**src/rtl/alu_issue_pkg.sv**
```systemverilog
// Shared constants for the ALU issue stage: opcode/funct encodings, ALU
// operation codes and the issue buffer depth.
package alu_issue_pkg;

   localparam int ISSUE_DEPTH = 2;
   localparam int OPRN_W      = 6;

   localparam logic [5:0] OPC_RTYPE = 6'h00;
   localparam logic [5:0] OPC_ADDI  = 6'h08;
   localparam logic [5:0] OPC_SLTI  = 6'h0a;
   localparam logic [5:0] OPC_ANDI  = 6'h0c;
   localparam logic [5:0] OPC_ORI   = 6'h0d;
   localparam logic [5:0] OPC_LUI   = 6'h0f;
   localparam logic [5:0] OPC_MULI  = 6'h1d;

   localparam logic [5:0] FN_SLL = 6'h01;
   localparam logic [5:0] FN_SRL = 6'h02;
   localparam logic [5:0] FN_ADD = 6'h20;
   localparam logic [5:0] FN_SUB = 6'h22;
   localparam logic [5:0] FN_AND = 6'h24;
   localparam logic [5:0] FN_OR  = 6'h25;
   localparam logic [5:0] FN_NOR = 6'h27;
   localparam logic [5:0] FN_SLT = 6'h2a;
   localparam logic [5:0] FN_MUL = 6'h2c;

   localparam logic [OPRN_W-1:0] ALU_NOP = 6'h00;
   localparam logic [OPRN_W-1:0] ALU_ADD = 6'h01;
   localparam logic [OPRN_W-1:0] ALU_SUB = 6'h02;
   localparam logic [OPRN_W-1:0] ALU_MUL = 6'h03;
   localparam logic [OPRN_W-1:0] ALU_SRL = 6'h04;
   localparam logic [OPRN_W-1:0] ALU_SLL = 6'h05;
   localparam logic [OPRN_W-1:0] ALU_AND = 6'h06;
   localparam logic [OPRN_W-1:0] ALU_OR  = 6'h07;
   localparam logic [OPRN_W-1:0] ALU_NOR = 6'h08;
   localparam logic [OPRN_W-1:0] ALU_SLT = 6'h09;

endpackage

```
**src/rtl/alu_issue_decode.sv**
```systemverilog
// Combinational decode of one instruction into ALU operands, operation code
// and writeback address. Unsupported encodings come out as an all-zero NOP.
module alu_issue_decode
   import alu_issue_pkg::*;
#(
   parameter int DATA_WIDTH = 32,
   parameter int OPRN_WIDTH = 6
) (
   input  logic [31:0]           instr,
   input  logic [DATA_WIDTH-1:0] rs_data,
   input  logic [DATA_WIDTH-1:0] rt_data,
   output logic [DATA_WIDTH-1:0] op1,
   output logic [DATA_WIDTH-1:0] op2,
   output logic [OPRN_WIDTH-1:0] oprn,
   output logic [4:0]            dest,
   output logic                  illegal
);

   logic [5:0]            opcode;
   logic [4:0]            rt;
   logic [4:0]            rd;
   logic [4:0]            shamt;
   logic [5:0]            funct;
   logic [15:0]           imm;
   logic [DATA_WIDTH-1:0] imm_sext;
   logic [DATA_WIDTH-1:0] imm_zext;
   logic                  unused_rs;

   assign opcode    = instr[31:26];
   assign rt        = instr[20:16];
   assign rd        = instr[15:11];
   assign shamt     = instr[10:6];
   assign funct     = instr[5:0];
   assign imm       = instr[15:0];
   assign imm_sext  = {{(DATA_WIDTH-16){imm[15]}}, imm};
   assign imm_zext  = {{(DATA_WIDTH-16){1'b0}}, imm};
   // register address of rs is resolved upstream; only its data is used here
   assign unused_rs = ^instr[25:21];

   always_comb begin
      op1     = '0;
      op2     = '0;
      oprn    = '0;
      dest    = '0;
      illegal = 1'b0;
      case (opcode)
         OPC_RTYPE: begin
            op1  = rs_data;
            op2  = rt_data;
            dest = rd;
            case (funct)
               FN_ADD:  oprn = OPRN_WIDTH'(ALU_ADD);
               FN_SUB:  oprn = OPRN_WIDTH'(ALU_SUB);
               FN_MUL:  oprn = OPRN_WIDTH'(ALU_MUL);
               FN_AND:  oprn = OPRN_WIDTH'(ALU_AND);
               FN_OR:   oprn = OPRN_WIDTH'(ALU_OR);
               FN_NOR:  oprn = OPRN_WIDTH'(ALU_NOR);
               FN_SLT:  oprn = OPRN_WIDTH'(ALU_SLT);
               FN_SRL: begin
                  oprn = OPRN_WIDTH'(ALU_SRL);
                  op2  = DATA_WIDTH'(shamt);
               end
               FN_SLL: begin
                  oprn = OPRN_WIDTH'(ALU_SLL);
                  op2  = DATA_WIDTH'(shamt);
               end
               default: begin
                  op1     = '0;
                  op2     = '0;
                  dest    = '0;
                  illegal = 1'b1;
               end
            endcase
         end
         OPC_ADDI: begin
            op1 = rs_data; op2 = imm_sext; dest = rt; oprn = OPRN_WIDTH'(ALU_ADD);
         end
         OPC_MULI: begin
            op1 = rs_data; op2 = imm_sext; dest = rt; oprn = OPRN_WIDTH'(ALU_MUL);
         end
         OPC_ANDI: begin
            op1 = rs_data; op2 = imm_zext; dest = rt; oprn = OPRN_WIDTH'(ALU_AND);
         end
         OPC_ORI: begin
            op1 = rs_data; op2 = imm_zext; dest = rt; oprn = OPRN_WIDTH'(ALU_OR);
         end
         OPC_SLTI: begin
            op1 = rs_data; op2 = imm_sext; dest = rt; oprn = OPRN_WIDTH'(ALU_SLT);
         end
         // lui is a left shift of the immediate by a half word
         OPC_LUI: begin
            op1 = imm_zext; op2 = DATA_WIDTH'(16); dest = rt; oprn = OPRN_WIDTH'(ALU_SLL);
         end
         default: illegal = 1'b1;
      endcase
   end

endmodule

```
**src/rtl/alu_issue_stage.sv**
```systemverilog
// Issue stage ahead of the ALU: decodes each accepted instruction and holds it
// in a 2-entry buffer whose head drives the ALU operands and writeback address.
module alu_issue_stage
   import alu_issue_pkg::*;
#(
   parameter int DATA_WIDTH = 32,
   parameter int OPRN_WIDTH = 6,
   parameter int DEPTH      = ISSUE_DEPTH
) (
   input  logic                  CLK,
   input  logic                  RST,
   input  logic                  in_valid,
   output logic                  in_ready,
   input  logic [31:0]           instr,
   input  logic [DATA_WIDTH-1:0] rs_data,
   input  logic [DATA_WIDTH-1:0] rt_data,
   output logic                  out_valid,
   input  logic                  out_ready,
   output logic [DATA_WIDTH-1:0] op1,
   output logic [DATA_WIDTH-1:0] op2,
   output logic [OPRN_WIDTH-1:0] oprn,
   output logic [4:0]            dest,
   output logic                  illegal
);

   logic [DATA_WIDTH-1:0] dec_op1;
   logic [DATA_WIDTH-1:0] dec_op2;
   logic [OPRN_WIDTH-1:0] dec_oprn;
   logic [4:0]            dec_dest;
   logic                  dec_illegal;

   logic [DATA_WIDTH-1:0] op1_q     [2];
   logic [DATA_WIDTH-1:0] op2_q     [2];
   logic [OPRN_WIDTH-1:0] oprn_q    [2];
   logic [4:0]            dest_q    [2];
   logic                  illegal_q [2];
   logic                  wr_ptr;
   logic                  rd_ptr;
   logic [1:0]            count;
   logic                  push;
   logic                  pop;

   alu_issue_decode #(
      .DATA_WIDTH (DATA_WIDTH),
      .OPRN_WIDTH (OPRN_WIDTH)
   ) u_decode (
      .instr   (instr),
      .rs_data (rs_data),
      .rt_data (rt_data),
      .op1     (dec_op1),
      .op2     (dec_op2),
      .oprn    (dec_oprn),
      .dest    (dec_dest),
      .illegal (dec_illegal)
   );

   // ready depends only on stored occupancy, never on out_ready
   assign in_ready  = (count < 2'd2);
   assign out_valid = (count != 2'd0);
   assign push      = in_valid & in_ready;
   assign pop       = out_valid & out_ready;

   assign op1     = op1_q[rd_ptr];
   assign op2     = op2_q[rd_ptr];
   assign oprn    = oprn_q[rd_ptr];
   assign dest    = dest_q[rd_ptr];
   assign illegal = illegal_q[rd_ptr];

   always_ff @(posedge CLK) begin
      if (RST) begin
         for (int k = 0; k < 2; k++) begin
            op1_q[k]     <= '0;
            op2_q[k]     <= '0;
            oprn_q[k]    <= '0;
            dest_q[k]    <= '0;
            illegal_q[k] <= 1'b0;
         end
         wr_ptr <= 1'b0;
         rd_ptr <= 1'b0;
         count  <= 2'd0;
      end else begin
         if (push) begin
            op1_q[wr_ptr]     <= dec_op1;
            op2_q[wr_ptr]     <= dec_op2;
            oprn_q[wr_ptr]    <= dec_oprn;
            dest_q[wr_ptr]    <= dec_dest;
            illegal_q[wr_ptr] <= dec_illegal;
            wr_ptr            <= ~wr_ptr;
         end
         if (pop)
            rd_ptr <= ~rd_ptr;
         case ({push, pop})
            2'b10:   count <= count + 2'd1;
            2'b01:   count <= count - 2'd1;
            default: count <= count;
         endcase
      end
   end

   count_in_range: assert property (@(posedge CLK) disable iff (RST) count <= 2'(DEPTH));

endmodule

```
**config.mk**
```make
export PLATFORM = sky130hd
export DESIGN_NAME = alu_issue_stage
export DESIGN_NICKNAME = d
export VERILOG_FILES = /design/src/rtl/alu_issue_pkg.sv /design/src/rtl/alu_issue_decode.sv /design/src/rtl/alu_issue_stage.sv
export SDC_FILE = /design/constraint.sdc
export NUM_CORES = 1
export LEC_CHECK = 0
export ABC_AREA = 1
export CORE_MARGIN = 3
export CORE_UTILIZATION = 45
export CTS_CLUSTER_DIAMETER = 120
export CTS_CLUSTER_SIZE = 10
export DETAILED_ROUTE_END_ITERATION = 10
export PLACE_DENSITY_LB_ADDON = 0.3
export SYNTH_ARGS = -nofsm -noshare
export SYNTH_HDL_FRONTEND = slang
export SYNTH_SLANG_ARGS = --single-unit
```
**constraint.sdc**
```tcl
create_clock -name CLK -period 2.8 [get_ports CLK]
set_input_delay 0.28 -clock CLK [delete_from_list [all_inputs] [get_ports CLK]]
set_output_delay 0.28 -clock CLK [all_outputs]
set_load 0.01 [all_outputs]
```
==> out/qor.csv <==
metric,value,unit
status,finished clean,
Vias/cell,5.613,
CP Capture Type,primary output,
starting density of the core,46.04,%
"Hold Violations, Final",0,
clk_lat worst skew,0.42,ns
endpoints failing setup,0,
pre-CTS setup slack,0.3609,ns
Placed Cells incl. Taps,1006,
VDD IR max,0.4279,mV
Die Span Y,133.7,µm
Netlist cell types,28,
Worst Path Required,2.52,ns
multi-input logic area,2502,µm²
WHS,0.4503,ns
Port Buffer Count,170,
Slew headroom,44.15,%
remaining global-route overflow,0,
crit path time final,2.404,ns
"critical path fanouts, max",26,
"most common cell after layout, fill and taps aside",clkdlybuf4s50_1,
Ant. Diodes,0,
Cell Int Power,0.004863,W
vias after detailed routing,5815,
RSZ-0062 raised after global routing,no,
die width,133.7,µm
Worst-Margin Slew,0.8378,ns
"Avg Cell Area, Syn",11.42,µm²
Worst Path Arrival,2.12,ns
CTS root buffer,clkbuf_16,
clock buffer depth,2,
synth warn,0,
Pwr per Cell Area,652.4,nW/µm²
DR iter-0 viols,505,
Fin Setup TNS,0,ns
Post-CTS Resized,0,
clock network fraction of total power,34.3,%
Worst Hold Class,reg2reg,
Clock H-tree levels,4,
Setup WS post-layout,0.3955,ns
detailed-route wire length,20130,µm
Post-CTS Hold Fix Bufs,0,
ANT nets after route,0,
Num CTS Buffers,17,
P_sw,0.001619,W
"commonest cells after routing, fill and taps aside","clkdlybuf4s50_1, edfxtp_1, a21oi_1",
layout cells sized above 1,15.98,%
Setup Crit Path Kind,reg2out,
Yosys reg bits,153,
DP HPWL,13390,µm
Reg area,4548,µm²
antenna violations before repair,1,
Rows,46,
Max Clk Rate,0.4159,GHz
Flop pwr share,43.0,%
vias in the first global route,5799,
top post-synthesis cells by area,"edfxtp_1, mux2_2, a21oi_1",
DR WL/cell,19.43,µm
Max-cap violations,0,
Final Non-Filler Cells,1036,
DRT Pass-1 Iters,5,
Pleak,3.571,nW
drt drc,0,
Net Sw Frac,24.98,%
"area leader, netlist",edfxtp_1,
Comb power frac,22.7,%
cells after synthesis,643,
"Slew Viols, Final",0,
"Core Util, Final",62.33,%
setup bufs post-CTS,0,
share of Yosys cell area claimed by the top area cell type,60.54,%
Clock Sinks,153,
"Reg clk slew, reported paths",0.05,ns
Die ar.,17880,µm²
final worst-path cycle share,85.87,%
first-pass GRT wire length,31280,µm
Post-Syn Area,7341,µm²
sequential area share after synthesis,61.91,%
area grow syn2layout,35.37,%
largest net degree at the start of global routing,71,
Fill cells,1220,
CP Launch Type,register,
Clock Skew,0.006809,ns
Total Routing Usage GR,22.50,%
num ports,178,
CTS tree,built,
Final nets,910,
Core ar.,15940,µm²
GP Congestion,0.9273,
[worst paths after layout]
path	start	endpoint	slack [ns]	cells past startpoint
max	register	dest[4]	0.40	3
min	rd_ptr$_SDFFE_PP0P_	register	0.45	1
max reg2reg	count[1]$_SDFFE_PP0P_	op1_q[0][28]$_SDFFCE_PN0P_	0.91	7
min reg2reg	rd_ptr$_SDFFE_PP0P_	register	0.45	1
[registers in the layout, summed over array words and instances (netlist names), named ones only]
| register | flops |
|---|---|
| op1_q | 64 |
| op2_q | 64 |
| dest_q | 10 |
| oprn_q | 8 |
| count | 2 |
| illegal_q | 2 |
| rd_ptr | 1 |
| wr_ptr | 1 |
[cells by family (layout without fill, tap and decap cells)]
family,count (synthesis),count (layout),share of synthesized area [%]
and+or+nand+nor,209,209,12.66
buffers and inverters,75,251,4.346
adders and majority gates,1,1,0.1704
AOI/OAI and AO/OA,130,130,9.511
DFF,153,153,61.91
muxes,74,74,11.35
other,1,2,0.05108
[layer usage]
metal | wire length (µm) | part of all wire, % | vias to the layer above | global-route usage (%)
met5 | 13 | 0.065 | - | 0
met4 | 349 | 1.7 | 2 | 7.200
met3 | 1492 | 7.4 | 33 | 5.060
met2 | 9919 | 49 | 248 | 36.30
met1 | 8351 | 41 | 2862 | 30.42
li1 | - | - | 2670 | -
[through the flow]
| stage | total power [W] | area (µm²) |
|---|---|---|
| 2_1_floorplan | 0.003509 | 7350 |
| 3_3_place_gp | 0.004278 | 9373 |
| 3_5_place_dp | 0.004307 | 9373 |
| 4_1_cts | 0.006526 | 9937 |
| 5_1_grt | 0.006712 | 9937 |
| 6_report | 0.006483 | 9937 |
[power groups by stage]
stage	Sequential (W)	Combinational, W	Clock [W]
2_1_floorplan	0.00279	0.000721	0
3_3_place_gp	0.00282	0.00145	0
3_5_place_dp	0.00284	0.00147	0
4_1_cts	0.00279	0.00148	0.00225
5_1_grt	0.00281	0.00156	0.00235
6_report	0.00279	0.00147	0.00223
[area by class of cell]
class                           count  area share (%)
Multi-Input combinational cell    416           25.18
Tap cell                          216           2.720
Sequential cell                   153           45.77
Clock inverter                     11           1.322
Timing Repair Buffer              189           19.44
Clock buffer                       19           4.357
Inverter                           32           1.209
[cell usage after synthesis]
cell / count
inv_2: 5
nor3_2: 2
nand4_1: 4
mux2_2: 74
nor2_4: 1
o21ai_0: 5
o21ai_1: 1
nand3_1: 77
nor2_1: 50
nor2_2: 1
inv_1: 27
clkbuf_1: 22
ha_1: 1
a21boi_0: 1
o21a_1: 1
nand2_2: 1
buf_2: 18
nand3_2: 1
conb_1: 1
nand2_1: 70
o211ai_1: 1
dfxtp_1: 5
nand3b_1: 2
buf_6: 1
a21oi_1: 105
edfxtp_1: 148
buf_4: 2
a22oi_1: 16
[worst max-delay path: stages, from the launching register on]
cell             delay, ns
dfxtp_4               0.56
buf_12                0.25
mux2_2                0.38
clkdlybuf4s50_1       0.49
No activity file was read; power rests on OpenSTA's default activity.
